--- config.mk ---
export PLATFORM = sky130hd
export DESIGN_NAME = voting_session_ctrl
export DESIGN_NICKNAME = d
export VERILOG_FILES = /design/src/rtl/voting_pkg.sv /design/src/rtl/rr_arbiter.sv /design/src/rtl/voting_session_ctrl.sv
export SDC_FILE = /design/constraint.sdc
export NUM_CORES = 1
export LEC_CHECK = 0
export BUFFER_PORTS_ARGS = -buffer_cell sky130_fd_sc_hd__buf_2
export CORE_ASPECT_RATIO = 1.75
export CORE_MARGIN = 2
export CORE_UTILIZATION = 55
export DETAILED_ROUTE_END_ITERATION = 16
export PLACE_DENSITY = 0.87
export RECOVER_POWER = 100
export SYNTH_ARGS = -nofsm -noshare
export SYNTH_HDL_FRONTEND = slang
export SYNTH_SLANG_ARGS = --single-unit
export TNS_END_PERCENT = 5
--- constraint.sdc ---
create_clock -name clk -period 5.2 [get_ports clk]
set_input_delay 1.56 -clock clk [delete_from_list [all_inputs] [get_ports clk]]
set_output_delay 1.56 -clock clk [all_outputs]
set_load 0.005 [all_outputs]
--- src/rtl/voting_pkg.sv ---
// Shared types and constants for the voting session controller and its arbiter.
package voting_pkg;

  // Session FSM encoding, also driven out on o_state.
  typedef enum logic [1:0] {
    ST_IDLE    = 2'd0,
    ST_OPEN    = 2'd1,
    ST_CLOSING = 2'd2,
    ST_CLOSED  = 2'd3
  } state_e;

  // Candidate codes carried on each booth's select field.
  localparam logic [1:0] CAND_NONE = 2'd0;
  localparam logic [1:0] CAND_1    = 2'd1;
  localparam logic [1:0] CAND_2    = 2'd2;
  localparam logic [1:0] CAND_3    = 2'd3;

  // Ballot total width, matching the voting_machine count width.
  localparam int CNT_W_DEF = 6;

  // Width of the inter-pulse gap counter (GAP is limited to 1..7).
  localparam int GAP_W = 3;

  // A select code names a real candidate unless it is CAND_NONE.
  function automatic logic is_valid_cand(input logic [1:0] code);
    return (code != CAND_NONE);
  endfunction

endpackage

--- src/rtl/rr_arbiter.sv ---
// Combinational round-robin arbiter: picks the first eligible requester at or
// above the pointer, wrapping around, and reports it one-hot and as an index.
module rr_arbiter #(
  parameter int N  = 4,
  parameter int IW = $clog2(N)
) (
  input  logic [N-1:0]  elig,
  input  logic [IW-1:0] ptr,
  output logic [N-1:0]  grant,
  output logic [IW-1:0] grant_idx
);

  logic found_s;
  int   pos_s;

  // Scan N positions starting at ptr, wrapping, and keep the first hit.
  always_comb begin
    grant     = '0;
    grant_idx = '0;
    found_s   = 1'b0;
    pos_s     = 0;
    for (int i = 0; i < N; i++) begin
      pos_s = int'(ptr) + i;
      if (pos_s >= N) begin
        pos_s = pos_s - N;
      end else begin
        pos_s = pos_s;
      end
      if (!found_s && elig[pos_s[IW-1:0]]) begin
        grant[pos_s[IW-1:0]] = 1'b1;
        grant_idx            = pos_s[IW-1:0];
        found_s              = 1'b1;
      end else begin
        found_s = found_s;
      end
    end
  end

endmodule

--- src/rtl/voting_session_ctrl.sv ---
// Session controller and booth arbiter in front of voting_machine. Accepts one
// ballot per armed voter, serialises accepted ballots into spaced single-cycle
// candidate pulses, and runs the IDLE/OPEN/CLOSING/CLOSED session FSM.
module voting_session_ctrl
  import voting_pkg::*;
#(
  parameter int N_BOOTHS = 4,
  parameter int CNT_W    = CNT_W_DEF,
  parameter int GAP      = 1
) (
  input  logic                    clk,
  input  logic                    rst,
  input  logic                    i_start,
  input  logic                    i_close,
  input  logic [N_BOOTHS-1:0]     i_arm,
  input  logic [N_BOOTHS-1:0]     i_booth_req,
  input  logic [2*N_BOOTHS-1:0]   i_booth_sel,
  output logic [N_BOOTHS-1:0]     o_booth_ack,
  output logic [N_BOOTHS-1:0]     o_booth_nack,
  output logic                    o_cand1,
  output logic                    o_cand2,
  output logic                    o_cand3,
  output logic                    o_voting_over,
  output logic [1:0]              o_state,
  output logic [CNT_W-1:0]        o_total,
  output logic [N_BOOTHS-1:0]     o_armed
);

  localparam int IW = $clog2(N_BOOTHS);

  // Registered state and outputs
  state_e                state_r;
  logic [N_BOOTHS-1:0]   armed_r;
  logic [N_BOOTHS-1:0]   mask_r;
  logic [N_BOOTHS-1:0]   ack_r;
  logic [N_BOOTHS-1:0]   nack_r;
  logic [IW-1:0]         rr_ptr_r;
  logic [GAP_W-1:0]      gap_r;
  logic [CNT_W-1:0]      total_r;
  logic                  cand1_r;
  logic                  cand2_r;
  logic                  cand3_r;
  logic                  voting_over_r;

  // Combinational decode
  logic [N_BOOTHS-1:0]   live_req_s;
  logic [N_BOOTHS-1:0]   sel_ok_s;
  logic [N_BOOTHS-1:0]   elig_s;
  logic [N_BOOTHS-1:0]   arb_grant_s;
  logic [IW-1:0]         arb_idx_s;
  logic [N_BOOTHS-1:0]   grant_s;
  logic [N_BOOTHS-1:0]   nack_s;
  logic                  sat_s;
  logic                  grant_en_s;
  logic [1:0]            code_s;
  logic [IW-1:0]         ptr_next_s;
  logic [GAP_W-1:0]      gap_next_s;

  // A booth that was answered last cycle is ignored for one cycle so that a
  // request dropped one cycle late is not answered twice.
  assign live_req_s = i_booth_req & ~mask_r;
  assign sat_s      = (total_r == {CNT_W{1'b1}});

  for (genvar g = 0; g < N_BOOTHS; g++) begin : g_sel
    assign sel_ok_s[g] = is_valid_cand(i_booth_sel[2*g +: 2]);
  end

  assign elig_s = live_req_s & armed_r & sel_ok_s & {N_BOOTHS{~sat_s}};

  rr_arbiter #(
    .N  (N_BOOTHS),
    .IW (IW)
  ) u_arb (
    .elig      (elig_s),
    .ptr       (rr_ptr_r),
    .grant     (arb_grant_s),
    .grant_idx (arb_idx_s)
  );

  // Grant only in OPEN, with the gap expired, and never in a closing cycle.
  always_comb begin
    grant_en_s = 1'b0;
    if ((state_r == ST_OPEN) && !i_close && (gap_r == {GAP_W{1'b0}}) && (|elig_s)) begin
      grant_en_s = 1'b1;
    end else begin
      grant_en_s = 1'b0;
    end
  end

  assign grant_s = grant_en_s ? arb_grant_s : {N_BOOTHS{1'b0}};
  assign code_s  = i_booth_sel[{arb_idx_s, 1'b0} +: 2];

  // Next round-robin pointer: the booth just above the granted one, wrapping.
  always_comb begin
    ptr_next_s = '0;
    if (arb_idx_s == IW'(N_BOOTHS - 1)) begin
      ptr_next_s = '0;
    end else begin
      ptr_next_s = arb_idx_s + IW'(1);
    end
  end

  // Gap counter reloads on a grant and otherwise counts down to zero.
  always_comb begin
    gap_next_s = gap_r;
    if (grant_en_s) begin
      gap_next_s = GAP_W'(GAP);
    end else if (gap_r != {GAP_W{1'b0}}) begin
      gap_next_s = gap_r - GAP_W'(1);
    end else begin
      gap_next_s = gap_r;
    end
  end

  // Rejections: everything outside OPEN; inside OPEN only requests that can
  // never be served (unarmed, no candidate, or total saturated).
  always_comb begin
    nack_s = '0;
    case (state_r)
      ST_OPEN:    nack_s = live_req_s & ~elig_s;
      ST_IDLE:    nack_s = live_req_s;
      ST_CLOSING: nack_s = live_req_s;
      ST_CLOSED:  nack_s = live_req_s;
      default:    nack_s = live_req_s;
    endcase
  end

  // Session FSM together with all registered outputs and bookkeeping.
  always_ff @(posedge clk or negedge rst) begin
    if (!rst) begin
      state_r       <= ST_IDLE;
      armed_r       <= '0;
      mask_r        <= '0;
      ack_r         <= '0;
      nack_r        <= '0;
      rr_ptr_r      <= '0;
      gap_r         <= '0;
      total_r       <= '0;
      cand1_r       <= 1'b0;
      cand2_r       <= 1'b0;
      cand3_r       <= 1'b0;
      voting_over_r <= 1'b0;
    end else begin
      ack_r   <= grant_s;
      nack_r  <= nack_s;
      mask_r  <= grant_s | nack_s;
      cand1_r <= grant_en_s && (code_s == CAND_1);
      cand2_r <= grant_en_s && (code_s == CAND_2);
      cand3_r <= grant_en_s && (code_s == CAND_3);
      gap_r   <= gap_next_s;
      case (state_r)
        ST_IDLE: begin
          if (i_start) begin
            state_r <= ST_OPEN;
          end
        end
        ST_OPEN: begin
          // The grant clear overrides a same-cycle arm of the granted booth.
          armed_r <= (armed_r | i_arm) & ~grant_s;
          if (grant_en_s) begin
            total_r  <= total_r + CNT_W'(1);
            rr_ptr_r <= ptr_next_s;
          end
          if (i_close) begin
            state_r <= ST_CLOSING;
          end
        end
        ST_CLOSING: begin
          // Let the last pulse's gap drain before reporting the session over.
          if (gap_r == {GAP_W{1'b0}}) begin
            state_r       <= ST_CLOSED;
            armed_r       <= '0;
            voting_over_r <= 1'b1;
          end
        end
        ST_CLOSED: begin
          voting_over_r <= 1'b1;
        end
        default: begin
          state_r <= ST_IDLE;
        end
      endcase
    end
  end

  assign o_booth_ack   = ack_r;
  assign o_booth_nack  = nack_r;
  assign o_cand1       = cand1_r;
  assign o_cand2       = cand2_r;
  assign o_cand3       = cand3_r;
  assign o_voting_over = voting_over_r;
  assign o_state       = state_r;
  assign o_total       = total_r;
  assign o_armed       = armed_r;

endmodule
==> results of run 1 <==
cell usage in the layout, fill, tap and decap left out, types with 6 or more instances in the layout:
| cell type | n |
|---|---|
| o21ai_0 | 12 |
| ha_1 | 14 |
| buf_2 | 29 |
| and3_1 | 7 |
| nor2_1 | 15 |
| nand2b_1 | 6 |
| a21oi_1 | 13 |
| clkbuf_8 | 6 |
| a31oi_1 | 10 |
| a211oi_1 | 6 |
| nand2_1 | 26 |
| clkbuf_1 | 15 |
| dfrtp_1 | 33 |
| inv_1 | 16 |
| a311oi_1 | 6 |
| nor3_1 | 6 |
routing by layer:
metal  vias to the layer above  track usage, %  part of all wire, %
met5                         -               0                    0
met4                         0            17.7                  4.2
met3                        22            3.87                  4.4
met2                        82            48.1                   55
met1                      1078            28.9                   36
li1                       1086               -                    -
power breakdown:
group	internal, mW	switching (mW)	leakage, nW
logic	0.304	0.443	0.748
registers	0.322	0.0845	0.408
clock network	0.156	0.0962	0.0585
cell usage after synthesis, drive strengths merged, types with 2 or more instances:
master	n	area, sq um
xnor2	5	43.8
a221oi	2	23.8
nor2	15	68.8
ha	14	175
mux2i	2	20.0
mux2	2	22.5
nor4	5	31.3
nand3b	5	50.1
a211o	2	18.8
a311oi	6	52.6
a211oi	6	45.0
mux4	4	90.1
buf	7	66.3
o211ai	3	22.5
dfrtp	33	826
nand3	4	20.0
o311a	3	30.0
nor3	7	46.3
o31a	2	18.8
nand4	2	12.5
o21ai	12	60.1
o211a	2	20.0
nand2	26	97.6
o31ai	3	27.5
and3b	3	26.3
a22oi	4	30.0
o21a	3	22.5
clkbuf	3	12.5
a21oi	13	65.1
and3	7	43.8
a2111o	2	22.5
or2	5	33.8
or4	2	15.0
o311ai	2	17.5
a31oi	10	62.6
inv	16	60.1
nand2b	6	37.5
nor2b	4	25.0
per-stage QoR:
| step | setup WS (ps) | power, mW |
|---|---|---|
| detailed placement | 1470 | 1.15 |
| finish | 1410 | 1.41 |
| global route | 1150 | 1.52 |
| global placement | 1500 | 1.13 |
| CTS | 1770 | 1.41 |
| floorplan | 1830 | 0.978 |
layout make-up:
cell class	count	area, sq um
Inverter	16	60.1
Clock inverter	1	30.0
Multi-Input combinational cell	204	1470
Clock buffer	7	86.3
Timing Repair Buffer	44	201
Tap cell	51	63.8
Sequential cell	33	826
Fill cell	399	1620
logic make-up (layout without fill, tap and decap cells):
kind of cell    count (synthesis)  after routing  synth area share, %
xor+xnor                        5              5                 1.78
mux                             8              8                 5.40
fa+ha+maj                      14             14                 7.14
compound gates                 83             83                 24.8
flops                          33             33                 33.6
buf+inv                        26             68                 5.66
simple gates                   94             94                 21.6
sequential cells by signal, summed over array words and instances (netlist names):
register	count
o_booth_nack	4
o_armed	4
gap_r	3
o_total	6
o_cand3	1
o_cand1	1
mask_r	4
o_cand2	1
rr_ptr_r	2
o_voting_over	1
o_booth_ack	4
o_state	2
how the worst min path moves through the flow:
stage	from	cells after the start	slack, ps	end
floorplan	mask_r[3]	1	420	o_booth_nack[3]
global placement	mask_r[2]	1	450	o_booth_nack[2]
detailed placement	mask_r[2]	1	450	o_booth_nack[2]
CTS	mask_r[2]	1	460	o_booth_nack[2]
global route	mask_r[2]	1	490	o_booth_nack[2]
finish	mask_r[2]	1	460	o_booth_nack[2]
worst max-delay path, stage by stage:
cell and delay [ps]:
clkbuf_1 110, nor2_1 340, nor2_1 240, o31ai_1 920, o311ai_1 240, a2111o_1 450
a21oi_1 120
==> reports/metrics.csv, run 1 <==
stage;metric;value;unit
routing;drc;0;
worst_setup_path;required;5410;ps
outcome;violations;max-capacitance violations, max-slew violations;
synthesis;synth_edf_count;0;
cts;clkLatencyLatePin;290;ps
routing;wirelength;6.21;mm
power;powerDensity;513;nW/um^2
sta;whs;461;ps
layout;area_growth;11.6;%
sta;min_period;3790;ps
die;num_rows;32;
cts;ctsHoldBuffers;0;
routing;drt_iter0_markers;77;
die;core_area;4360;sq um
routing;post_drt_via_cell_ratio;6.37;
worst_setup_path;worstSetupEndpointType;register;
sta;tightest_slew;1710;ps
worst_setup_path;worst-path-max-fanout;10;
routing;dr.pass1.iters;4;
place;dp_hpwl;4.74;mm
sta;period_share;72.8;%
cts;cts_tree;yes;
global_route;grt_pass1_wl;10.1;mm
worst_setup_path;start_kind;input port;
sta;finalMaxSlewViolations;34;
synthesis;async_flop_share;100;%
flow_run;cap_viol_max_count;1;
global_route;first_global_vias;2193;
cts;cts-htree-levels;2;
place;io_buffers;43;
die;dieWidth;54.5;microns
routing;routedWlPerCell;17.4;microns
sta;final_hold_viol_count;0;
synthesis;ys_ff_latch;33;
layout;antenna_cells;0;
cts;clockRootBuffer;clkbuf_8;
place;place_inst;348;
worst_setup_path;reg2reg_to;o_cand3;
synthesis;yosysWarnings;0;
synthesis;ys_types;62;
cts;cts_resized;0;
cts;cts_num_sinks;33;
cts;cts_setup_buffers;0;
place;dpl_cell_area;2660;sq um
power;max-vdd-ir-drop;0.000293;V
die;die_h;92.4;microns
worst_setup_path;reg2reg_depth;7;
die;initial_utilization;56.2;%
sta;rsz0062_at_grt;false;
power;leakage;1.22;nW
worst_setup_path;critPathLaunch;i_booth_sel[7];
layout;finish.utilization;62.8;%
layout;nNetsFinal;338;
routing;vias;2268;
synthesis;syn_area_per_cell;9.33;sq um
min_path;hp-class;register to register;
global_route;antenna_found_initial;0;
cts;clockBufferDepth;2;
global_route;grt-ovfl-total;0;
sta;fin_skew;1.74;ps
global_route;grt_max_degree;34;
cts;clkTransAtPathRegs;70;ps
die;die_area;5030;sq um
place;gp_congestion;0.945;
synthesis;postSynthCellCount;263;
worst_setup_path;critPathKind;input port to register;
sta;tns;0;ps
die;io_pins;44;
synthesis;synth_top_flop_cell;dfrtp_1;
worst_setup_path;crit_end;o_cand3;
worst_setup_path;reg2reg_from;rr_ptr_r[0];
sta;finalSetupViolCount;0;
outcome;status;complete, but fails checks;
sta;fmax;264;MHz
synthesis;synth_area;2450;sq um
worst_setup_path;rrSetupSlack;1740;ps
global_route;grt_usage;27.6;%
cts;numCtsBuffers;5;
synthesis;synth_seq_area_share;33.6;%
synthesis;syn-num-nets;297;
sta;max_slew_margin;-14.2;%
layout;stdcell_count;356;
worst_setup_path;worst_ep_arrival_time;3990;ps
routing;ant_nets;0;
layout;drive_gt1_share;16.7;%
layout;stdcell_area;2740;sq um
Power figures use the tool's default switching activity.
==> run 2: changes to the inputs <==
Clock period 5.2 ns to 3.9 ns, I/O delays scaled along.
==> run 2 against run 1 <==
The run still ends with max-capacitance violations, max-slew violations left. Sequential power increased by 28%. Clock skew increased by 2.9 ps. Clock-buffer cell count unchanged. Die area unchanged. Via count increased by 0.62%. Power increased by 34%. Critical endpoint is now rr_ptr_r[1]. Largest cell class unchanged. Highest routed layer unchanged.
==> reports/metrics.csv, run 2 (same netlist as run 1, synthesis figures left out) <==
stage;metric;value;unit
outcome;status;complete, but fails checks;
outcome;violations;max-capacitance violations, max-slew violations;
power;leakage;1.24;nW
routing;wirelength;6.21;mm
routing;top_layer;met4;
die;dieWidth;54.5;microns
place;place_ws;529;ps
global_route;grt_pass1_wl;10.1;mm
cts;clockBufferDepth;2;
worst_setup_path;critPathMaxStageDelay;620;ps
layout;area_growth;12.6;%
routing;wl_met3;284;microns
sta;fmax;303;MHz
layout;final_cell_mix;dfrtp_1, buf_2, nand2_1;
layout;stdcell_count;358;
routing;dr.pass1.iters;4;
cts;cts_num_sinks;33;
power;powerDensity;680;nW/um^2
die;die_area;5030;sq um
flow_run;cap_viol_max_count;1;
global_route;grt-ovfl-total;0;
place;place_inst;350;
sta;tightest_slew;1730;ps
worst_setup_path;worstSetupEndpointType;register;
die;initial_utilization;56.2;%
global_route;antenna_found_initial;0;
die;core_area;4360;sq um
place;io_buffers;43;
sta;min_period;3300;ps
sta;finalSetupViolCount;0;
cts;cts-htree-levels;2;
cts;clkTransAtPathRegs;70;ps
die;num_rows;32;
sta;rsz0062_at_grt;false;
cts;ctsHoldBuffers;0;
cts;cts_resized;0;
routing;routedWlPerCell;17.3;microns
worst_setup_path;worst-path-max-fanout;10;
die;io_pins;44;
routing;vias;2282;
cts;cts_tree;yes;
layout;largest_reg_flops;6;
routing;drt-met1-wl;2.29;mm
cts;cts_setup_buffers;0;
cts;numCtsBuffers;5;
min_path;hp-class;register to register;
worst_setup_path;critPathSlowestCell;mux4_2;
worst_setup_path;required;4110;ps
layout;antenna_cells;0;
sta;period_share;84.7;%
routing;drc;0;
place;dp_hpwl;4.80;mm
layout;final_common_cell;dfrtp_1;
routing;wl_met2;3.32;mm
sta;tns;0;ps
routing;ant_nets;0;
sta;fin_skew;4.63;ps
global_route;first_global_vias;2268;
place;gp_congestion;0.915;
sta;whs;463;ps
sta;finalMaxSlewViolations;34;
routing;post_drt_via_cell_ratio;6.37;
sta;final_hold_viol_count;0;
worst_setup_path;start_kind;input port;
power;max-vdd-ir-drop;0.000430;V
sta;max_slew_margin;-15.2;%
worst_setup_path;worst_ep_arrival_time;3520;ps
global_route;grt_max_degree;34;
layout;drive_gt1_share;18.6;%
global_route;grt_usage;27.3;%
layout;finish.utilization;63.3;%
layout;fillers;391;
die;die_h;92.4;microns
sta;setup_slack;595;ps
cts;clkLatencyLatePin;290;ps
worst_setup_path;cp_cell_sequence;clkbuf_1 -> nor2_1 -> nor2_1 -> mux4_2 -> o211a_1 -> or4_1 -> a31oi_1;
layout;nNetsFinal;340;
worst_setup_path;critPathKind;input port to register;
worst_setup_path;cpMostUsedCell;nor2_1;
routing;drt_iter0_markers;111;
cts;clockRootBuffer;clkbuf_8;
## run 2: worst paths after layout
kind / slack, ps / from / endpoint / cells after the start
max: 600 / i_booth_sel[7] / rr_ptr_r[1] / 7
min: 460 / mask_r[2] / o_booth_nack[2] / 1
max reg2reg: 870 / rr_ptr_r[1] / o_cand3 / 8
min reg2reg: 460 / mask_r[2] / o_booth_nack[2] / 1
max in group asynchronous: 1570 / rst / o_total[3] / 1
min in group asynchronous: 1320 / rst / o_state[1] / 1
## run 2: worst max-delay path: cells and delay by family
| kind | cells | cell delay [ps] |
|---|---|---|
| simple gates | 3 | 1130 |
| mux | 1 | 620 |
| compound gates | 2 | 490 |
| buf+inv | 1 | 110 |
## run 2: cell type report
cell class	instances	area, sq um	share of cell area, %
clock buffers	7	86.3	3.12
inverters	16	60.1	2.17
multi-input cells	204	1480	53.5
clock inverters	1	30.0	1.09
well taps	51	63.8	2.31
repair buffers	46	220	7.97
flip-flops and latches	33	826	29.9
## run 2: per-stage QoR
| stage | area [sq um] | power [mW] |
|---|---|---|
| 4_1_cts | 2790 | 1.88 |
| 6_report | 2760 | 1.88 |
| 3_5_place_dp | 2680 | 1.54 |
| 5_1_grt | 2760 | 2.03 |
| 2_1_floorplan | 2450 | 1.30 |
| 3_3_place_gp | 2680 | 1.52 |
## run 2: power breakdown
part           switching (mW)  total [mW]  internal [mW]
Clock                   0.126       0.334          0.208
Combinational           0.615        1.03          0.414
Sequential             0.0889       0.519          0.430
Total                   0.829        1.88           1.05
## run 2: layer usage
metal  GRT usage (%)  up-vias
li1                -     1088
met2            46.8       77
met5               0        -
met1            28.8     1094
met4            18.3        0
met3            4.19       23
